## config.mk

```make
export PLATFORM = sky130hd
export DESIGN_NAME = rr_arbiter16
export DESIGN_NICKNAME = d
export VERILOG_FILES = /design/src/rtl/rr_arbiter16.sv
export SDC_FILE = /design/constraint.sdc
export NUM_CORES = 1
export LEC_CHECK = 0
export BUFFER_PORTS_ARGS = -buffer_cell sky130_fd_sc_hd__buf_2
export CELL_PAD_IN_SITES_DETAIL_PLACEMENT = 1
export CELL_PAD_IN_SITES_GLOBAL_PLACEMENT = 1
export CORE_MARGIN = 2
export CORE_UTILIZATION = 50
export CTS_BUF_LIST = sky130_fd_sc_hd__clkbuf_16
export DETAILED_ROUTE_END_ITERATION = 10
export PLACE_DENSITY_LB_ADDON = 0.1
export SETUP_SLACK_MARGIN = 0.1
export SLEW_MARGIN = 25
export SYNTH_ARGS = -nofsm -noshare
export SYNTH_HDL_FRONTEND = slang
export SYNTH_SLANG_ARGS = --single-unit
```

## constraint.sdc

```tcl
create_clock -name clk -period 13.1 [get_ports clk]
set_input_delay 1.31 -clock clk [delete_from_list [all_inputs] [get_ports clk]]
set_output_delay 1.31 -clock clk [all_outputs]
set_load 0.05 [all_outputs]
```

## src/rtl/rr_arbiter16.sv

```systemverilog
// rr_arbiter16: 16-way round-robin arbiter with a registered one-hot grant and
// a hold watchdog that revokes a grant after TIMEOUT cycles without a release.
//
// Parameters:
//   TIMEOUT  maximum grant hold time in cycles without done (0 disables, 0..65535)
// Ports:
//   clk      rising-edge clock
//   rst      synchronous active-high reset
//   req      request vector, bit i = requester i wants the resource
//   done     release strobe from the current holder (ignored while idle)
//   gnt      registered grant, one-hot or zero
//   gnt_id   binary index of the granted requester, 0 when no grant
//   busy     high while a grant is held
//   timeout  one-cycle pulse when the watchdog revokes a grant
module rr_arbiter16 #(
  parameter int unsigned TIMEOUT = 255
) (
  input  logic        clk,
  input  logic        rst,
  input  logic [15:0] req,
  input  logic        done,
  output logic [15:0] gnt,
  output logic [3:0]  gnt_id,
  output logic        busy,
  output logic        timeout
);

  localparam int unsigned N_REQ   = 16;
  localparam int unsigned WD_W    = 16;
  localparam logic        ST_IDLE = 1'b0;
  localparam logic        ST_BUSY = 1'b1;

  // Watchdog enable and terminal count; the limit is unused when disabled.
  localparam logic            WD_EN    = (TIMEOUT != 0);
  localparam logic [WD_W-1:0] WD_LIMIT = WD_W'(TIMEOUT - 1);
  localparam logic [WD_W-1:0] WD_MAX   = '1;

  logic            state_q,   state_d;
  logic [15:0]     gnt_q,     gnt_d;
  logic [3:0]      gnt_id_q,  gnt_id_d;
  logic            busy_q,    busy_d;
  logic            timeout_q, timeout_d;
  logic [3:0]      ptr_q,     ptr_d;
  logic [WD_W-1:0] wdog_q,    wdog_d;

  logic            win_found;
  logic [3:0]      win_id;
  logic [3:0]      scan_idx;

  // Round-robin search: first set req bit starting at ptr+1, wrapping through ptr.
  always_comb begin
    win_found = 1'b0;
    win_id    = '0;
    scan_idx  = '0;
    for (int k = 1; k <= N_REQ; k++) begin
      scan_idx = ptr_q + 4'(k);
      if (!win_found && req[scan_idx]) begin
        win_found = 1'b1;
        win_id    = scan_idx;
      end
    end
  end

  // Next-state and output logic.
  always_comb begin
    state_d   = state_q;
    gnt_d     = gnt_q;
    gnt_id_d  = gnt_id_q;
    busy_d    = busy_q;
    timeout_d = 1'b0;
    ptr_d     = ptr_q;
    wdog_d    = wdog_q;

    case (state_q)
      ST_IDLE: begin
        if (win_found) begin
          state_d  = ST_BUSY;
          gnt_d    = 16'(1) << win_id;
          gnt_id_d = win_id;
          busy_d   = 1'b1;
          ptr_d    = win_id;
          wdog_d   = '0;
        end
      end
      ST_BUSY: begin
        if (done) begin
          // Release hands over directly when someone is waiting; no bubble.
          if (win_found) begin
            gnt_d    = 16'(1) << win_id;
            gnt_id_d = win_id;
            ptr_d    = win_id;
            wdog_d   = '0;
          end else begin
            state_d  = ST_IDLE;
            gnt_d    = '0;
            gnt_id_d = '0;
            busy_d   = 1'b0;
            wdog_d   = '0;
          end
        end else if (WD_EN && (wdog_q == WD_LIMIT)) begin
          // Revoke; ptr stays on the revoked index so it loses priority next time.
          state_d   = ST_IDLE;
          gnt_d     = '0;
          gnt_id_d  = '0;
          busy_d    = 1'b0;
          timeout_d = 1'b1;
          wdog_d    = '0;
        end else if (wdog_q != WD_MAX) begin
          wdog_d = wdog_q + WD_W'(1);
        end
      end
      default: begin
        state_d  = ST_IDLE;
        gnt_d    = '0;
        gnt_id_d = '0;
        busy_d   = 1'b0;
        wdog_d   = '0;
      end
    endcase
  end

  // State registers; ptr resets to 15 so the first search begins at index 0.
  always_ff @(posedge clk) begin
    if (rst) begin
      state_q   <= ST_IDLE;
      gnt_q     <= '0;
      gnt_id_q  <= '0;
      busy_q    <= 1'b0;
      timeout_q <= 1'b0;
      ptr_q     <= 4'd15;
      wdog_q    <= '0;
    end else begin
      state_q   <= state_d;
      gnt_q     <= gnt_d;
      gnt_id_q  <= gnt_id_d;
      busy_q    <= busy_d;
      timeout_q <= timeout_d;
      ptr_q     <= ptr_d;
      wdog_q    <= wdog_d;
    end
  end

  assign gnt     = gnt_q;
  assign gnt_id  = gnt_id_q;
  assign busy    = busy_q;
  assign timeout = timeout_q;

endmodule

```

# == After elaboration in Yosys (flattened, before gate mapping) ==
# Cells that the tools add are included.
# op_classes
add_sub_neg,16
mul,0
n_div,0
magnitude_cmp,16
eq_ne,7
shift,1
n_mux,92
n_bitwise,1
n_reduce_logical,34
# op_table
op,count
2-to-1 mux 16 bit,8
2-to-1 mux 4 bit,22
less-than comparator 4 x 5 -> 1 bit (second input constant),16
binary-select mux 1 bit (select 4 bit),16
one-hot mux 16 bit (2 select lines),2
2-to-1 mux 1 bit,40
adder 4 bit (second input constant),8
adder 16 x 1 -> 16 bit (second input constant),1
adder 4 x 3 -> 4 bit (second input constant),4
equality test 16 x 8 -> 1 bit (second input constant),1
!= test 16 bit (second input constant),1
one-hot mux 4 bit (2 select lines),2
<< shifter 1 x 4 -> 16 bit (first input constant),1
logical AND 1 bit,15
zero test 1 bit,15
adder 4 x 2 -> 4 bit (second input constant),2
adder 4 x 1 -> 4 bit (second input constant),1
!= test 2 bit (second input constant),2
!= test 4 x 2 -> 1 bit (second input constant),1
one-hot mux 1 bit (2 select lines),2
AND reduction 2 bit,2
!= test 3 x 2 -> 1 bit (second input constant),1
!= test 3 bit (second input constant),1
AND reduction 3 bit,1
other kinds (2),2
# word_totals
ff_bits,43
latchBits,0
mem_bits_rw,0
romBits,0
out_inout_bits,22
n_memories,0

# == Longest topological paths before layout ==
# logic_depth
depth_word,53
depth_mapped,20
ltp_nobuf,12

# == Worst setup path before layout ==
# No wires, ideal clock.
# synth_timing
path_type,register to register
startpoint,reg ptr_q[1]
endpoint,reg wdog_q[12]
arrival_time_ns,4.701
t_required_ns,13.025
path_slack_ns,8.324
stages_incl_launch_ff,21
period_less_slack_ns,4.776
path_cell_list,dfxtp_1 > buf_4 > buf_2 > clkbuf_1 > inv_1 > ha_1 > clkbuf_1 > clkbuf_1 > mux4_2 > mux2_2 > mux2i_1 > and4b_1 > buf_4 > nand4_4 > or3_4 > o21ai_4 > and2b_1 > buf_6 > buf_8 > o21ai_1 > a31oi_1
# synth_between
elab_chain_cells,51
# synth_lines
item,line,source
from (decl),43,"logic [3:0] ptr_q, ptr_d;"
from (signal assigned),138,ptr_q <= ptr_d;
adder 4 x 1 -> 4 bit,56,scan_idx = ptr_q + 4'(k);
binary-select mux 1 bit (select 4 bit),57,if (!win_found && req[scan_idx]) begin
2-to-1 mux 1 bit (not written as such),57,
2-to-1 mux 1 bit,57,
zero test 1 bit,57,
logical AND 1 bit,57,
2-to-1 mux 1 bit,57,
zero test 1 bit,57,
(+35 left out),--,
zero test 1 bit,57,
logical AND 1 bit,57,
2-to-1 mux 1 bit,57,
zero test 1 bit,57,
logical AND 1 bit,57,
2-to-1 mux 1 bit *,57,
!= test 2 bit (no source line) *,--,
AND reduction 2 bit (no source line) *,--,
to (signal assigned),139,wdog_q <= wdog_d;
to (decl),44,"logic [WD_W-1:0] wdog_q, wdog_d;"
# Every way passes the cells marked *; elsewhere a longest branch is shown, timed or not. The select of a mux whose other input is x is not followed.
# A chain may end at the register's enable or synchronous reset.

# == Worst setup path in the final report ==
# layout_timing
startpoint,reg ptr_q[1]
endpoint,reg wdog_q[13]
# The elaborated chain is that of the path after synthesis.

==> flow_summary.json <==
{
  "status": "completed",
  "final-seq-area_um2": 861,
  "crit_fanout": 31,
  "die-height_um": 95.7,
  "htree_num_levels": 2,
  "syn_inst": 481,
  "yosys-top-cells-count": "52 x nor2_1, 46 x nand2_1, 43 x dfxtp_1, 30 x mux4_2, 23 x mux2i_1",
  "hold_viol": 0,
  "vias_per_cell": 6.75,
  "core_area_um2": 8180,
  "syn_to_final_growth_pct": 8.74,
  "fillerInstances": 978,
  "startpoint_type": "register",
  "rsz0062_at_grt": "no",
  "critPathLaunch": "ptr_q[1]$_SDFFE_PP1P_",
  "pin_count": 41,
  "clk_pin_slew_worst_paths_ns": 0.06,
  "cts_buffers": 5,
  "wire_per_inst_um": 22.4,
  "cap_violations": 0,
  "track_usage_pct": 31.6,
  "initial_core_util_pct": 51.5,
  "synthesis.nets": 510,
  "rr_worst_depth": 13,
  "final_core_util_pct": 56.0,
  "io_buffer_count": 40,
  "rr_startpoint": "ptr_q[1]$_SDFFE_PP1P_",
  "period_share_pct": 41.4,
  "drtPass1Iterations": 5,
  "clock_path_buffers": 2,
  "crit_path_end_kind": "register",
  "path_class": "register to register",
  "ys_ff_latch": 43,
  "die_x_um": 95.7,
  "finalNetCount": 539,
  "fin_skew_ns": 0.00623,
  "ys_warn_count": 0,
  "num_rows": 33,
  "cts_resized": 0,
  "hp-class": "register to register",
  "timing.rr.end": "wdog_q[13]$_SDFFE_PP0P_",
  "worst_ep_arrival_time_ns": 5.58,
  "cts.sinks": 43,
  "final-max-slew-violation-count": 0,
  "dpl.hpwl_um": 10600,
  "synth.avg_cell_area_um2": 8.75,
  "cts_tree": "yes",
  "die_area_um2": 9170,
  "grt_overflow": 0,
  "postCtsSetupBuffers": 0,
  "async_reset_ff_share_pct": 0,
  "synth_edf_count": 0,
  "antenna_left": 0,
  "drc": 0,
  "synth_top_area_cell": "dfxtp_1",
  "cp.required_ns": 13.26,
  "setup_viol": 0,
  "multi_input_area_um2": 3150,
  "timing.setup.tns_ns": 0,
  "synthTopCellsByArea": "dfxtp_1 20%, mux4_2 16%, mux2i_1 5.5%",
  "yosysUniqueCellTypes": 76,
  "vias": 4157,
  "grt_pass1_wl_um": 22300,
  "cts_hold_buf": 0,
  "yosysMostFrequentCell": "nor2_1",
  "endpoint": "wdog_q[13]$_SDFFE_PP0P_",
  "synth_top_area_share_pct": 20.5,
  "drive_gt1_share_pct": 20.5,
  "synth-seq-area-share_pct": 20.5,
  "antenna_cells": 0,
  "r2r_slack_ns": 7.68,
  "syn-cell-area_um2": 4210,
  "clk_latency_ns": 0.29,
  "max-slew-margin-rel_pct": 39.7,
  "grt_pass1_vias": 4204,
  "antenna_found_initial": 0,
  "synthFlopType": "dfxtp_1",
  "max_freq_mhz": 185,
  "worstMarginPinSlew_ns": 0.880,
  "place.gp.congestion": 0.922,
  "ctsRootBufferMaster": "clkbuf_16",
  "fin_crit_ns": 5.42,
  "initialDrtViolationCount": 290,
  "wirelength_um": 13800,
  "grt_max_degree": 35
}
==> routing by layer <==
metal	GRT usage (%)	part of all wire, %	vias to the layer above
li1	-	-	1890
met1	41.1	43	2039
met2	51.4	47	183
met3	5.17	6.1	45
met4	15.0	4.2	0
met5	0	0	-
==> area by class of cell <==
type | instances | area share (%)
clock inverters | 3 | 0.355
repair buffers | 44 | 5.03
multi-input cells | 400 | 68.9
clock buffers | 5 | 2.73
well taps | 105 | 2.87
inverters | 16 | 1.31
flip-flops and latches | 43 | 18.8
==> worst max-delay path: stages (launching register included) <==
cell     delay [ns]
dfxtp_1        0.31
buf_4          0.38
inv_1          0.25
ha_1           0.72
mux4_2         0.48
mux2_2         0.31
mux2i_1        0.43
and4b_1        0.56
nand4_4        0.24
nor4_1         0.79
nor3_1         0.33
nand4_1        0.22
xor2_1         0.18
nor2_1         0.06
==> metrics by stage <==
step           hold WS [ns]  setup slack [ns]  cell area [um2]  std cells
6_report              0.456              7.68             4580        616
2_1_floorplan         0.460              8.32             4210        481
4_1_cts               0.461              7.78             4580        616
3_5_place_dp          0.446              7.84             4430        608
3_3_place_gp          0.428              7.79             4430        608
5_1_grt               0.489              7.37             4580        616
==> logic make-up after synthesis <==
group	synth area share, %
buffers and inverters	4.76
XOR/XNOR	5.17
adder cells (fa/ha/maj)	2.97
flip-flops	20.5
AND/OR/NAND/NOR	22.0
AO/OA/AOI/OAI	19.7
multiplexers	24.9
==> worst min path at each step <==
stage	startpoint	cells past startpoint	slack, ns	to
2_1_floorplan	wdog_q[12]$_SDFFE_PP0P_	1	0.46	wdog_q[12]$_SDFFE_PP0P_
5_1_grt	gnt_id[1]$_SDFFE_PP0P_	2	0.49	gnt_id[1]$_SDFFE_PP0P_
3_5_place_dp	gnt[1]$_SDFFE_PP0P_	2	0.45	gnt[1]$_SDFFE_PP0P_
6_report	gnt[1]$_SDFFE_PP0P_	2	0.46	gnt[1]$_SDFFE_PP0P_
3_3_place_gp	gnt[1]$_SDFFE_PP0P_	2	0.43	gnt[1]$_SDFFE_PP0P_
4_1_cts	gnt[1]$_SDFFE_PP0P_	2	0.46	gnt[1]$_SDFFE_PP0P_
==> placed cells by master, fill, tap and decap left out, drive strengths merged, types with 3 or more instances in the layout <==
master,Yosys,routed
nor2,54,54
nand2,46,46
buf,12,44
dfxtp,43,43
mux4,31,31
o21ai,25,25
mux2i,24,24
nand3,21,21
a21oi,20,20
inv,15,16
xor2,14,14
a22o,13,13
nor3,12,12
ha,10,10
xnor2,10,10
mux2,9,9
o22ai,8,8
nor2b,7,7
o211ai,7,7
nand4,7,7
nand2b,6,6
and2,5,5
a211oi,5,5
clkbuf,10,5
or2,5,5
a31oi,4,4
and3,4,4
o221ai,3,3
nor3b,3,3
nor4,3,3
or3,3,3
o31ai,3,3
==> state kept, by name, indices dropped and copies added (netlist names) <==
name	flops
gnt	16
wdog_q	16
gnt_id	4
ptr_q	4
busy	1
state_q	1
timeout	1
Power is left out: the tool's default activity adds up to more than one toggle a clock period on the data nets, which glitch-free logic cannot reach.
